<file path="src/rtl/stopwatch_timer_ctrl_if.sv">
// Signal bundle between the stopwatch/timer sequencer and the rest of the
// chip. The controller sits on the slave side: it receives the tick, the
// debounced button levels and the timer zero flag, and drives every control
// output. The master side is the datapath/board logic.
//   tick        1   one-clk-wide 100 Hz enable
//   btn_start   1   debounced start/hr level
//   btn_pause   1   debounced pause/min level
//   btn_mode    1   debounced mode/setting level
//   zero_in     1   timer value == 00:00
//   mode        1   0 = stopwatch, 1 = timer
//   setting     1   timer init-value edit mode
//   sw_en       1   stopwatch count enable
//   sw_clr      1   one-clk stopwatch clear pulse
//   lap_hold    1   freeze stopwatch display register
//   tm_load     1   timer follows init value
//   tm_en       1   timer down-count enable
//   set_inc_hr  1   one-clk hour increment pulse
//   set_inc_min 1   one-clk minute increment pulse
//   alarm       1   timer expired
//   led         16  {14{blink}, setting, mode}
interface stopwatch_timer_ctrl_if;
  logic        tick;
  logic        btn_start;
  logic        btn_pause;
  logic        btn_mode;
  logic        zero_in;
  logic        mode;
  logic        setting;
  logic        sw_en;
  logic        sw_clr;
  logic        lap_hold;
  logic        tm_load;
  logic        tm_en;
  logic        set_inc_hr;
  logic        set_inc_min;
  logic        alarm;
  logic [15:0] led;

  modport master (
    output tick, btn_start, btn_pause, btn_mode, zero_in,
    input  mode, setting, sw_en, sw_clr, lap_hold, tm_load, tm_en,
           set_inc_hr, set_inc_min, alarm, led
  );

  modport slave (
    input  tick, btn_start, btn_pause, btn_mode, zero_in,
    output mode, setting, sw_en, sw_clr, lap_hold, tm_load, tm_en,
           set_inc_hr, set_inc_min, alarm, led
  );
endinterface

</file>
<file path="src/rtl/stopwatch_timer_ctrl.sv">
// Stopwatch/timer sequencer. One press classifier per button turns debounced
// levels into SHORT / LONG / REPEAT events; a single FSM consumes them and
// drives registered control outputs for the stopwatch and timer datapaths.
// Ports:
//   clk    system clock
//   rst_n  asynchronous active-low reset
//   bus    stopwatch_timer_ctrl_if.slave (tick, buttons, zero_in in; controls out)

// Press classifier for one button.
//   i_tick    100 Hz enable
//   i_btn     debounced level
//   i_rpt_en  auto-repeat allowed (only honoured when RPT_CAP is set)
//   o_short   one-clk release-before-long event
//   o_long    one-clk event when the hold reaches LONG_TICKS
//   o_rpt     one-clk event every REPEAT_TICKS while held after LONG
module stopwatch_timer_ctrl_press #(
  parameter int LONG_TICKS   = 200,
  parameter int REPEAT_TICKS = 25,
  parameter bit RPT_CAP      = 1'b1
) (
  input  logic clk,
  input  logic rst_n,
  input  logic i_tick,
  input  logic i_btn,
  input  logic i_rpt_en,
  output logic o_short,
  output logic o_long,
  output logic o_rpt
);
  localparam int CW = $clog2(LONG_TICKS + 1);
  localparam int RW = $clog2(REPEAT_TICKS + 1);

  logic          r_prev;
  logic          r_armed;
  logic          r_long_seen;
  logic [CW-1:0] r_cnt;
  logic [RW-1:0] r_rpt;

  logic w_rise, w_fall, w_held_tick, w_hit_long, w_hit_rpt;

  assign w_rise      = i_btn & ~r_prev;
  assign w_fall      = ~i_btn & r_prev;
  assign w_held_tick = r_armed & i_btn & r_prev & i_tick;
  assign w_hit_long  = w_held_tick & ~r_long_seen & (r_cnt == CW'(LONG_TICKS - 1));
  assign w_hit_rpt   = w_held_tick & r_long_seen & (r_rpt == RW'(REPEAT_TICKS - 1));

  // Once LONG has fired the release is swallowed.
  assign o_short = w_fall & r_armed & ~r_long_seen;
  assign o_long  = w_hit_long;
  assign o_rpt   = RPT_CAP & i_rpt_en & w_hit_rpt;

  // r_prev resets high so a button held through reset never produces a rising edge.
  always_ff @(posedge clk or negedge rst_n) begin
    if (!rst_n) begin
      r_prev      <= 1'b1;
      r_armed     <= 1'b0;
      r_long_seen <= 1'b0;
      r_cnt       <= '0;
      r_rpt       <= '0;
    end else begin
      r_prev <= i_btn;
      if (w_rise) begin
        r_armed     <= 1'b1;
        r_long_seen <= 1'b0;
        r_cnt       <= '0;
        r_rpt       <= '0;
      end else if (w_fall) begin
        r_armed <= 1'b0;
      end else if (w_held_tick) begin
        if (r_cnt != CW'(LONG_TICKS)) r_cnt <= r_cnt + 1'b1;
        if (w_hit_long) begin
          r_long_seen <= 1'b1;
          r_rpt       <= '0;
        end else if (r_long_seen) begin
          r_rpt <= w_hit_rpt ? '0 : r_rpt + 1'b1;
        end
      end
    end
  end
endmodule

module stopwatch_timer_ctrl #(
  parameter int LONG_TICKS   = 200,
  parameter int REPEAT_TICKS = 25,
  parameter int BLINK_TICKS  = 50
) (
  input  logic                   clk,
  input  logic                   rst_n,
  stopwatch_timer_ctrl_if.slave  bus
);
  localparam int NUM_BTN = 3;  // lane 0 start, 1 pause, 2 mode
  localparam int BW      = $clog2(BLINK_TICKS + 1);

  typedef enum logic [3:0] {
    SW_IDLE, SW_RUN, SW_LAP, SW_STOP,
    TM_IDLE, TM_RUN, TM_PAUSE, TM_DONE, SET
  } state_t;

  state_t r_state, w_nxt;

  logic          r_mode, r_setting, r_sw_en, r_sw_clr, r_lap_hold;
  logic          r_tm_load, r_tm_en, r_inc_hr, r_inc_min, r_alarm, r_blink;
  logic [BW-1:0] r_bcnt;

  logic          w_mode_n, w_setting_n, w_sw_en_n, w_sw_clr_n, w_lap_hold_n;
  logic          w_tm_load_n, w_tm_en_n, w_inc_hr_n, w_inc_min_n, w_alarm_n, w_blink_n;
  logic [BW-1:0] w_bcnt_n;

  logic [NUM_BTN-1:0] w_btn, w_short, w_long, w_rpt;
  logic               w_in_set;

  assign w_btn    = {bus.btn_mode, bus.btn_pause, bus.btn_start};
  assign w_in_set = (r_state == SET);

  for (genvar g = 0; g < NUM_BTN; g++) begin : g_btn
    stopwatch_timer_ctrl_press #(
      .LONG_TICKS  (LONG_TICKS),
      .REPEAT_TICKS(REPEAT_TICKS),
      .RPT_CAP     ((g < 2) ? 1'b1 : 1'b0)
    ) u_press (
      .clk     (clk),
      .rst_n   (rst_n),
      .i_tick  (bus.tick),
      .i_btn   (w_btn[g]),
      .i_rpt_en(w_in_set),
      .o_short (w_short[g]),
      .o_long  (w_long[g]),
      .o_rpt   (w_rpt[g])
    );
  end

  // Same-cycle arbitration: any mode event masks start and pause, any start
  // event masks pause.
  logic w_m_any, w_st_hit, w_pa_hit;
  logic w_m_s, w_m_l, w_st_s, w_st_inc, w_pa_s, w_pa_inc, w_any_s;

  assign w_m_any  = w_short[2] | w_long[2];
  assign w_st_hit = w_short[0] | w_long[0] | w_rpt[0];
  assign w_pa_hit = w_short[1] | w_long[1] | w_rpt[1];
  assign w_m_s    = w_short[2];
  assign w_m_l    = w_long[2];
  assign w_st_s   = w_short[0] & ~w_m_any;
  assign w_st_inc = w_st_hit & ~w_m_any;
  assign w_pa_s   = w_short[1] & ~w_m_any & ~w_st_hit;
  assign w_pa_inc = w_pa_hit & ~w_m_any & ~w_st_hit;
  assign w_any_s  = w_m_s | w_st_s | w_pa_s;

  always_ff @(posedge clk or negedge rst_n) begin
    if (!rst_n) begin
      r_state    <= SW_IDLE;
      r_mode     <= 1'b0;
      r_setting  <= 1'b0;
      r_sw_en    <= 1'b0;
      r_sw_clr   <= 1'b0;
      r_lap_hold <= 1'b0;
      r_tm_load  <= 1'b0;
      r_tm_en    <= 1'b0;
      r_inc_hr   <= 1'b0;
      r_inc_min  <= 1'b0;
      r_alarm    <= 1'b0;
      r_blink    <= 1'b0;
      r_bcnt     <= '0;
    end else begin
      r_state    <= w_nxt;
      r_mode     <= w_mode_n;
      r_setting  <= w_setting_n;
      r_sw_en    <= w_sw_en_n;
      r_sw_clr   <= w_sw_clr_n;
      r_lap_hold <= w_lap_hold_n;
      r_tm_load  <= w_tm_load_n;
      r_tm_en    <= w_tm_en_n;
      r_inc_hr   <= w_inc_hr_n;
      r_inc_min  <= w_inc_min_n;
      r_alarm    <= w_alarm_n;
      r_blink    <= w_blink_n;
      r_bcnt     <= w_bcnt_n;
    end
  end

  always_comb begin
    w_nxt       = r_state;
    w_sw_clr_n  = 1'b0;
    w_inc_hr_n  = 1'b0;
    w_inc_min_n = 1'b0;
    w_blink_n   = r_blink;
    w_bcnt_n    = r_bcnt;

    case (r_state)
      SW_IDLE: begin
        if (w_m_s)       w_nxt = TM_IDLE;
        else if (w_st_s) w_nxt = SW_RUN;
      end
      SW_RUN: begin
        if (w_st_s)      w_nxt = SW_STOP;
        else if (w_pa_s) w_nxt = SW_LAP;
      end
      SW_LAP: begin
        if (w_st_s)      w_nxt = SW_STOP;
        else if (w_pa_s) w_nxt = SW_RUN;
      end
      SW_STOP: begin
        if (w_st_s) begin
          w_nxt = SW_RUN;
        end else if (w_pa_s) begin
          w_nxt      = SW_IDLE;
          w_sw_clr_n = 1'b1;
        end
      end
      TM_IDLE: begin
        if (w_m_s)                      w_nxt = SW_IDLE;
        else if (w_m_l)                 w_nxt = SET;
        else if (w_st_s && !bus.zero_in) w_nxt = TM_RUN;
      end
      TM_RUN: begin
        // Expiry wins over any button event in the same cycle.
        if (bus.zero_in) begin
          w_nxt     = TM_DONE;
          w_blink_n = 1'b1;
          w_bcnt_n  = '0;
        end else if (w_pa_s) begin
          w_nxt = TM_PAUSE;
        end
      end
      TM_PAUSE: begin
        if (w_st_s)      w_nxt = TM_IDLE;
        else if (w_pa_s) w_nxt = TM_RUN;
      end
      TM_DONE: begin
        if (w_any_s) begin
          w_nxt = TM_IDLE;
        end else if (bus.tick) begin
          if (r_bcnt == BW'(BLINK_TICKS - 1)) begin
            w_blink_n = ~r_blink;
            w_bcnt_n  = '0;
          end else begin
            w_bcnt_n = r_bcnt + 1'b1;
          end
        end
      end
      SET: begin
        if (w_m_l) w_nxt = TM_IDLE;
        w_inc_hr_n  = w_st_inc;
        w_inc_min_n = w_pa_inc;
      end
      default: w_nxt = SW_IDLE;
    endcase

    // Blink only lives inside TM_DONE.
    if (w_nxt != TM_DONE) begin
      w_blink_n = 1'b0;
      w_bcnt_n  = '0;
    end

    // Level outputs are a function of the state being entered.
    w_mode_n     = (w_nxt == TM_IDLE) || (w_nxt == TM_RUN) || (w_nxt == TM_PAUSE) ||
                   (w_nxt == TM_DONE) || (w_nxt == SET);
    w_setting_n  = (w_nxt == SET);
    w_sw_en_n    = (w_nxt == SW_RUN) || (w_nxt == SW_LAP);
    w_lap_hold_n = (w_nxt == SW_LAP);
    w_tm_load_n  = (w_nxt == TM_IDLE) || (w_nxt == SET);
    w_tm_en_n    = (w_nxt == TM_RUN);
    w_alarm_n    = (w_nxt == TM_DONE);
  end

  assign bus.mode        = r_mode;
  assign bus.setting     = r_setting;
  assign bus.sw_en       = r_sw_en;
  assign bus.sw_clr      = r_sw_clr;
  assign bus.lap_hold    = r_lap_hold;
  assign bus.tm_load     = r_tm_load;
  assign bus.tm_en       = r_tm_en;
  assign bus.set_inc_hr  = r_inc_hr;
  assign bus.set_inc_min = r_inc_min;
  assign bus.alarm       = r_alarm;
  assign bus.led         = {{14{r_blink}}, r_setting, r_mode};
endmodule

</file>
<file path="src/flat_wrapper.sv">
// flat-port wrapper written by rule: the top's interface ports become plain ports
module stopwatch_timer_ctrl_flat 
#(
  parameter int LONG_TICKS   = 200,
  parameter int REPEAT_TICKS = 25,
  parameter int BLINK_TICKS  = 50
)
  (clk, rst_n, bus_tick, bus_btn_start, bus_btn_pause, bus_btn_mode, bus_zero_in, bus_mode, bus_setting, bus_sw_en, bus_sw_clr, bus_lap_hold, bus_tm_load, bus_tm_en, bus_set_inc_hr, bus_set_inc_min, bus_alarm, bus_led);
  stopwatch_timer_ctrl_if bus_i ();
  input  logic clk;
  input  logic rst_n;
  input wire logic [$bits(bus_i.tick)-1:0] bus_tick;
  input wire logic [$bits(bus_i.btn_start)-1:0] bus_btn_start;
  input wire logic [$bits(bus_i.btn_pause)-1:0] bus_btn_pause;
  input wire logic [$bits(bus_i.btn_mode)-1:0] bus_btn_mode;
  input wire logic [$bits(bus_i.zero_in)-1:0] bus_zero_in;
  output wire logic [$bits(bus_i.mode)-1:0] bus_mode;
  output wire logic [$bits(bus_i.setting)-1:0] bus_setting;
  output wire logic [$bits(bus_i.sw_en)-1:0] bus_sw_en;
  output wire logic [$bits(bus_i.sw_clr)-1:0] bus_sw_clr;
  output wire logic [$bits(bus_i.lap_hold)-1:0] bus_lap_hold;
  output wire logic [$bits(bus_i.tm_load)-1:0] bus_tm_load;
  output wire logic [$bits(bus_i.tm_en)-1:0] bus_tm_en;
  output wire logic [$bits(bus_i.set_inc_hr)-1:0] bus_set_inc_hr;
  output wire logic [$bits(bus_i.set_inc_min)-1:0] bus_set_inc_min;
  output wire logic [$bits(bus_i.alarm)-1:0] bus_alarm;
  output wire logic [$bits(bus_i.led)-1:0] bus_led;
  assign bus_i.tick = bus_tick;
  assign bus_i.btn_start = bus_btn_start;
  assign bus_i.btn_pause = bus_btn_pause;
  assign bus_i.btn_mode = bus_btn_mode;
  assign bus_i.zero_in = bus_zero_in;
  assign bus_mode = bus_i.mode;
  assign bus_setting = bus_i.setting;
  assign bus_sw_en = bus_i.sw_en;
  assign bus_sw_clr = bus_i.sw_clr;
  assign bus_lap_hold = bus_i.lap_hold;
  assign bus_tm_load = bus_i.tm_load;
  assign bus_tm_en = bus_i.tm_en;
  assign bus_set_inc_hr = bus_i.set_inc_hr;
  assign bus_set_inc_min = bus_i.set_inc_min;
  assign bus_alarm = bus_i.alarm;
  assign bus_led = bus_i.led;
  stopwatch_timer_ctrl #(.LONG_TICKS(LONG_TICKS), .REPEAT_TICKS(REPEAT_TICKS), .BLINK_TICKS(BLINK_TICKS)) u_core (.clk(clk), .rst_n(rst_n), .bus(bus_i));
endmodule
</file>
<file path="config.mk">
export PLATFORM = sky130hd
export DESIGN_NAME = stopwatch_timer_ctrl_flat
export DESIGN_NICKNAME = d
export VERILOG_FILES = /design/src/rtl/stopwatch_timer_ctrl_if.sv /design/src/rtl/stopwatch_timer_ctrl.sv /design/src/flat_wrapper.sv
export SDC_FILE = /design/constraint.sdc
export NUM_CORES = 1
export LEC_CHECK = 0
export BUFFER_PORTS_ARGS = -buffer_cell sky130_fd_sc_hd__buf_2
export CORE_UTILIZATION = 50
export CTS_CLUSTER_SIZE = 16
export DETAILED_ROUTE_END_ITERATION = 10
export HOLD_SLACK_MARGIN = 0.08
export PLACE_DENSITY = 0.66
export SLEW_MARGIN = 20
export SYNTH_ARGS = -nofsm -noshare
export SYNTH_HDL_FRONTEND = slang
export SYNTH_HIERARCHICAL = 1
export SYNTH_SLANG_ARGS = --single-unit
</file>
<file path="constraint.sdc">
create_clock -name clk -period 4.4 [get_ports clk]
set_input_delay 0.88 -clock clk [delete_from_list [all_inputs] [get_ports clk]]
set_output_delay 0.88 -clock clk [all_outputs]
set_load 0.1 [all_outputs]
</file>
======== Word-level counts from Yosys, hierarchy flattened ========
Index checks and enable logic that the tools add are counted.
storage, ports and cells
  register bits ........................... 64
  latch bits .............................. 0
  RAM bits ................................ 0
  memory bits (read-only) ................. 0
  input port bits ......................... 7
  output and inout port bits .............. 26
  word-level logic and storage cells ...... 234
  memories ................................ 0
cells by class
  add/subtract/negate cells ............... 6
  $mul .................................... 0
  div/mod/pow operators ................... 0
  magnitude comparators ................... 0
  equality and inequality tests ........... 32
  shift operators ......................... 0
  multiplexer cells ....................... 77
  bitwise operators ....................... 58
  reduce and logical (&&, ||, !) cells .... 34
operator list
  kind                                                  count
  two-way mux 8 bit                                     12
  two-way mux 4 bit                                     17
  two-way mux 5 bit                                     12
  bitwise AND 1 bit                                     39
  one-hot mux 4 bit (9 select lines)                    1
  equality test 4 x 3 -> 1 bit (second input constant)  8
  two-way mux 6 bit                                     5
  two-way mux 1 bit                                     28
  adder 8 x 1 -> 8 bit (second input constant)          3
  equality test 8 bit (second input constant)           3
  inequality test 8 bit (second input constant)         3
  AND reduction 3 bit                                   8
  nonzero test 2 bit                                    12
  equality test 4 x 2 -> 1 bit (second input constant)  3
  NOT 1 bit                                             12
  one-hot mux 6 bit (2 select lines)                    1
  adder 5 x 1 -> 5 bit (second input constant)          2
  equality test 5 bit (second input constant)           2
  nonzero test 3 bit                                    3
  equality test 4 x 1 -> 1 bit (second input constant)  2
  equality test 4 bit (second input constant)           2
  bitwise OR 1 bit                                      7
  adder 6 x 1 -> 6 bit (second input constant)          1
  equality test 6 bit (second input constant)           1
  12 further kinds                                      20

======== Longest topological paths before layout ========
  depth after elaboration ................. 18
  gate-level depth with buffers ........... 11
  depth with buffers taken out ............ 11

======== Modules after synthesis ========
Netlist, hierarchy kept.
modules (own cells, without submodules)
  module                                                    times used  cells an instance  area each (µm²)  seq. area each (µm²)
  stopwatch_timer_ctrl_press (u_core.g_btn[0].u_press ...)  2           107                1014.7           401.6
  stopwatch_timer_ctrl                                      1           135                1249.9           525.5
  stopwatch_timer_ctrl_press (u_core.g_btn[2].u_press)      1           78                 714.4            276.5

======== Worst setup path before layout ========
OpenSTA, ideal clock, no wires.
  kind .................................... input port to flip-flop
  start point ............................. input bus_tick
  end point ............................... register u_core.r_bcnt[1]
  library setup time ...................... 0.074 ns
  data arrival time ....................... 2.854 ns
  data required time ...................... 4.326 ns
  slack ................................... 1.472 ns
  cell stages on the path ................. 8
  buffers on the path ..................... 0
  path through ............................ nand4_1 -> nor4b_2 -> nor4b_1 -> or4b_4 -> nor2_2 -> o21ai_2 -> or3_1 -> a21oi_2
between the ends
  longest elaborated chain between the ends .. 14
  elaborated cells on any way between the ends .. 45
  those cells by class .................... 4 x eq/ne; 19 x mux; 19 x bitwise; 3 x reduce/logical
ends and longest elaborated chain
  what                                                                  line                                                      RTL
  start: declaration                                                    flat_wrapper.sv:12                                        input wire logic [$bits(bus_i.tick)-1:0] bus_tick;
  bitwise AND 1 bit *                                                   stopwatch_timer_ctrl.sv:43                                assign w_held_tick = r_armed & i_btn & r_prev & i_tick;
  bitwise AND 1 bit * (2 in a row)                                      stopwatch_timer_ctrl.sv:44                                assign w_hit_long = w_held_tick & ~r_long_seen & (r_cnt == CW'(LONG_TICKS - 1));
  net u_core.w_long[2]                                                  stopwatch_timer_ctrl.sv:109                               logic [NUM_BTN-1:0] w_btn, w_short, w_long, w_rpt;
  bitwise OR 1 bit                                                      stopwatch_timer_ctrl.sv:137                               assign w_m_any = w_short[2] | w_long[2];
  NOT 1 bit                                                             stopwatch_timer_ctrl.sv:142, stopwatch_timer_ctrl.sv:144
  bitwise AND 1 bit                                                     stopwatch_timer_ctrl.sv:142                               assign w_st_s = w_short[0] & ~w_m_any;
  logical AND 1 bit                                                     stopwatch_timer_ctrl.sv:212                               else if (w_st_s && !bus.zero_in) w_nxt = TM_RUN;
  two-way mux 4 bit                                                     stopwatch_timer_ctrl.sv:212
  two-way mux 4 bit                                                     stopwatch_timer_ctrl.sv:211                               else if (w_m_l) w_nxt = SET;
  two-way mux 4 bit                                                     stopwatch_timer_ctrl.sv:210                               if (w_m_s) w_nxt = SW_IDLE;
  one-hot mux 4 bit (9 select lines)                                    stopwatch_timer_ctrl.sv:188                               case (r_state)
  inequality test 4 x 3 -> 1 bit                                        stopwatch_timer_ctrl.sv:249                               if (w_nxt != TM_DONE) begin
  inequality test 3 bit (no source line), or another cell as far along  --
  AND reduction 4 bit (no source line)                                  --
  end signal: assignment                                                stopwatch_timer_ctrl.sv:176                               r_bcnt <= w_bcnt_n;
  end: declaration                                                      stopwatch_timer_ctrl.sv:103                               logic [BW-1:0] r_bcnt;
Mark *: on every way through the listed nets, which the timed path passes. The rest lies on a longest branch.
A chain may end at the register's enable or synchronous reset.

======== Final worst setup path ========
Same ends and word-level chain as after synthesis.

==> run_results.csv <==
group,metric,value,unit
finish,drive_gt1_share,18.0,%
sta,fin_crit_sh,68.1,%
clock_network,cts_post_setup_buffers_inserted,0,
logic_synthesis,synthCells,425,
die,coreArea,7730,sq um
worst_hold_path,hold_class,"flip-flop to flip-flop",
worst_setup_path,slowest_delay,580,ps
worst_setup_path,critPathCaptureType,"flip-flop",
routing,postRouteAntennaNets,0,
placed_design,gp_congestion,0.881,
worst_setup_path,crit_chain,"buf_2 -> nand4_1 -> nor4b_2 -> nor4b_1 -> or4b_4 -> nor2_2 -> o21ai_2 -> or3_1 -> a21oi_2",
clock_network,cts_resized,0,
sta,finalHoldViolations,0,
logic_synthesis,synth_fp_nets,453,
clock_network,clockBufferDepth,2,
power_and_ir_drop,p_leak,1.87,nW
sta,min_period,2990,ps
die,rows,32,
routing,drc,0,
sta,drv_slew,0,
worst_setup_path,worstPathRequired,4670,ps
logic_synthesis,syn-mean-instance-area,9.37,sq um
clock_network,cts_tree,"done",
finish,antennaDiodeCount,0,
worst_setup_path,crit_slowest_cell,"nor4b_2",
clock_network,clock_latency,340,ps
sta,tns,0,ps
global_routing,grt_pass1_wl,13400,um
finish,nets,473,
clock_network,root_buffer,"clkbuf_8",
power_and_ir_drop,clock_power_share,39.1,%
worst_setup_path,critPathKind,"primary input to flip-flop",
clock_network,hold_buffers,0,
clock_network,clk_pin_slew,70,ps
routing,vias_per_cell,5.54,
run,max-cap-violations,0,
global_routing,antenna_found_initial,0,
sta,rsz0062_at_grt,"no",
power_and_ir_drop,p_sw,368,uW
routing,vias,3060,
sta,skew,8.76,ps
routing,dr.pass1.iters,4,
global_routing,grt_pass1_vias,2940,
logic_synthesis,synth_warnings,6,
finish,areaGrowthSynthToFinish,7.98,%
power_and_ir_drop,ir_drop,0.209,mV
status,outcome,"completed",
finish,fin_util,55.7,%
power_and_ir_drop,pwr-share-comb,11.1,%
routing,routed_wirelength,7550,um
routing,wire_per_inst,13.7,um
clock_network,h-tree-depth,3,
power_and_ir_drop,swShare,27.4,%
worst_setup_path,arrival,3260,ps
die,ios,33,
global_routing,gr-total-overflow,0,
placed_design,place_hpwl,5310,um
worst_setup_path,crit_buf_inv,1,
clock_network,clkSinkCount,64,
worst_setup_path,worstPathMaxFanout,8,
die,die_area,8330,sq um
global_routing,grt_max_degree,40,
sta,finalSetupViolations,0,
clock_network,cts_made_buffers,9,
finish,seqCellArea,1610,sq um
power_and_ir_drop,p_per_area,312,nW/um^2
sta,slew_headroom,40.1,%
routing,drt_iter0_drc,125,
die,dieWidth,91.2,um
power_and_ir_drop,p_seq_share,49.8,%
placed_design,place.port_buffers,32,
sta,tightest_slew,898,ps
logic_synthesis,syn_area,3980,sq um
sta,clock.fmax,334,MHz
sta,whs,512,ps
die,initial_utilization,51.5,%
global_routing,grt_usage,20.0,%
die,dieHeight,91.2,um
finish,fillers,719,
power_and_ir_drop,p_int,975,uW
finish,multi_input_area,2070,sq um
worst_setup_path,cp_top_family,"simple AND/OR/NAND/NOR gates",
worst_setup_path,startpoint_type,"primary input",
## power by group through the flow
stage / Sequential [mW] / Clock, mW / Combinational, mW
after floorplan: 0.675 / 0 / 0.106
after global placement: 0.679 / 0 / 0.146
after detailed placement: 0.680 / 0 / 0.150
after CTS: 0.669 / 0.537 / 0.151
after global routing: 0.676 / 0.562 / 0.174
final: 0.669 / 0.525 / 0.149
## routing by layer
metal | vias up | global-route usage [%] | share of wire, %
met1 | 1457 | 25.5 | 49
met3 | 10 | 2.93 | 2.6
li1 | 1542 | - | -
met4 | 0 | 9.13 | 1.7
met5 | - | 0 | 0
met2 | 51 | 33.6 | 47
## final timing paths
kind / from / end / slack, ps / depth (start not counted)
min in group asynchronous: rst_n / u_core/g_btn[2].u_press/r_cnt[0]$_DFFE_PN0P_ / 660 / 1
min: u_core/g_btn[1].u_press/r_cnt[5]$_DFFE_PN0P_ / u_core/g_btn[1].u_press/r_cnt[5]$_DFFE_PN0P_ / 510 / 1
max in group asynchronous: rst_n / u_core/g_btn[1].u_press/r_rpt[0]$_DFFE_PN0P_ / 2870 / 2
max reg2reg: u_core/g_btn[2].u_press/r_cnt[4]$_DFFE_PN0P_ / u_core/r_bcnt[1]$_DFFE_PN0P_ / 1520 / 8
max: bus_tick / u_core/r_bcnt[1]$_DFFE_PN0P_ / 1410 / 9
min reg2reg: u_core/g_btn[1].u_press/r_cnt[5]$_DFFE_PN0P_ / u_core/g_btn[1].u_press/r_cnt[5]$_DFFE_PN0P_ / 510 / 1
## cell type report
cell class | instances | share of cell area [%]
clock buffers | 11 | 3.52
clock inverters | 5 | 1.28
inverters | 34 | 2.97
multi-input cells | 303 | 48.0
flip-flops and latches | 64 | 37.3
well taps | 102 | 2.97
repair buffers | 33 | 3.90
## cells in the final DEF (no fill, tap or decap), types with 11 or more instances in the layout
| cell | instances |
|---|---|
| dfrtp_1 | 61 |
| inv_1 | 34 |
| nor2_1 | 45 |
| nand2_1 | 36 |
| clkbuf_8 | 11 |
| nor3_1 | 12 |
| nand3_1 | 23 |
| o21ai_0 | 30 |
| a21oi_1 | 16 |
| buf_2 | 32 |
| ha_1 | 21 |
## stage by stage
step	instances	worst slack (ps)	area [sq um]	total power, mW
2_1_floorplan	425	1470	3980	0.782
3_3_place_gp	536	1120	4090	0.824
3_5_place_dp	536	1040	4090	0.830
4_1_cts	552	1410	4300	1.36
5_1_grt	552	1230	4300	1.41
6_report	552	1410	4300	1.34
## registers in the layout, summed over array words and instances (netlist names), 3 cells and up
register,count
u_core/g_btn.u_press/r_cnt,24
u_core/r_bcnt,6
u_core/g_btn.u_press/r_long_seen,3
u_core/g_btn.u_press/r_prev,3
u_core/r_state,4
u_core/g_btn.u_press/r_rpt,10
u_core/g_btn.u_press/r_armed,3
No activity file was read; power rests on OpenSTA's default activity.
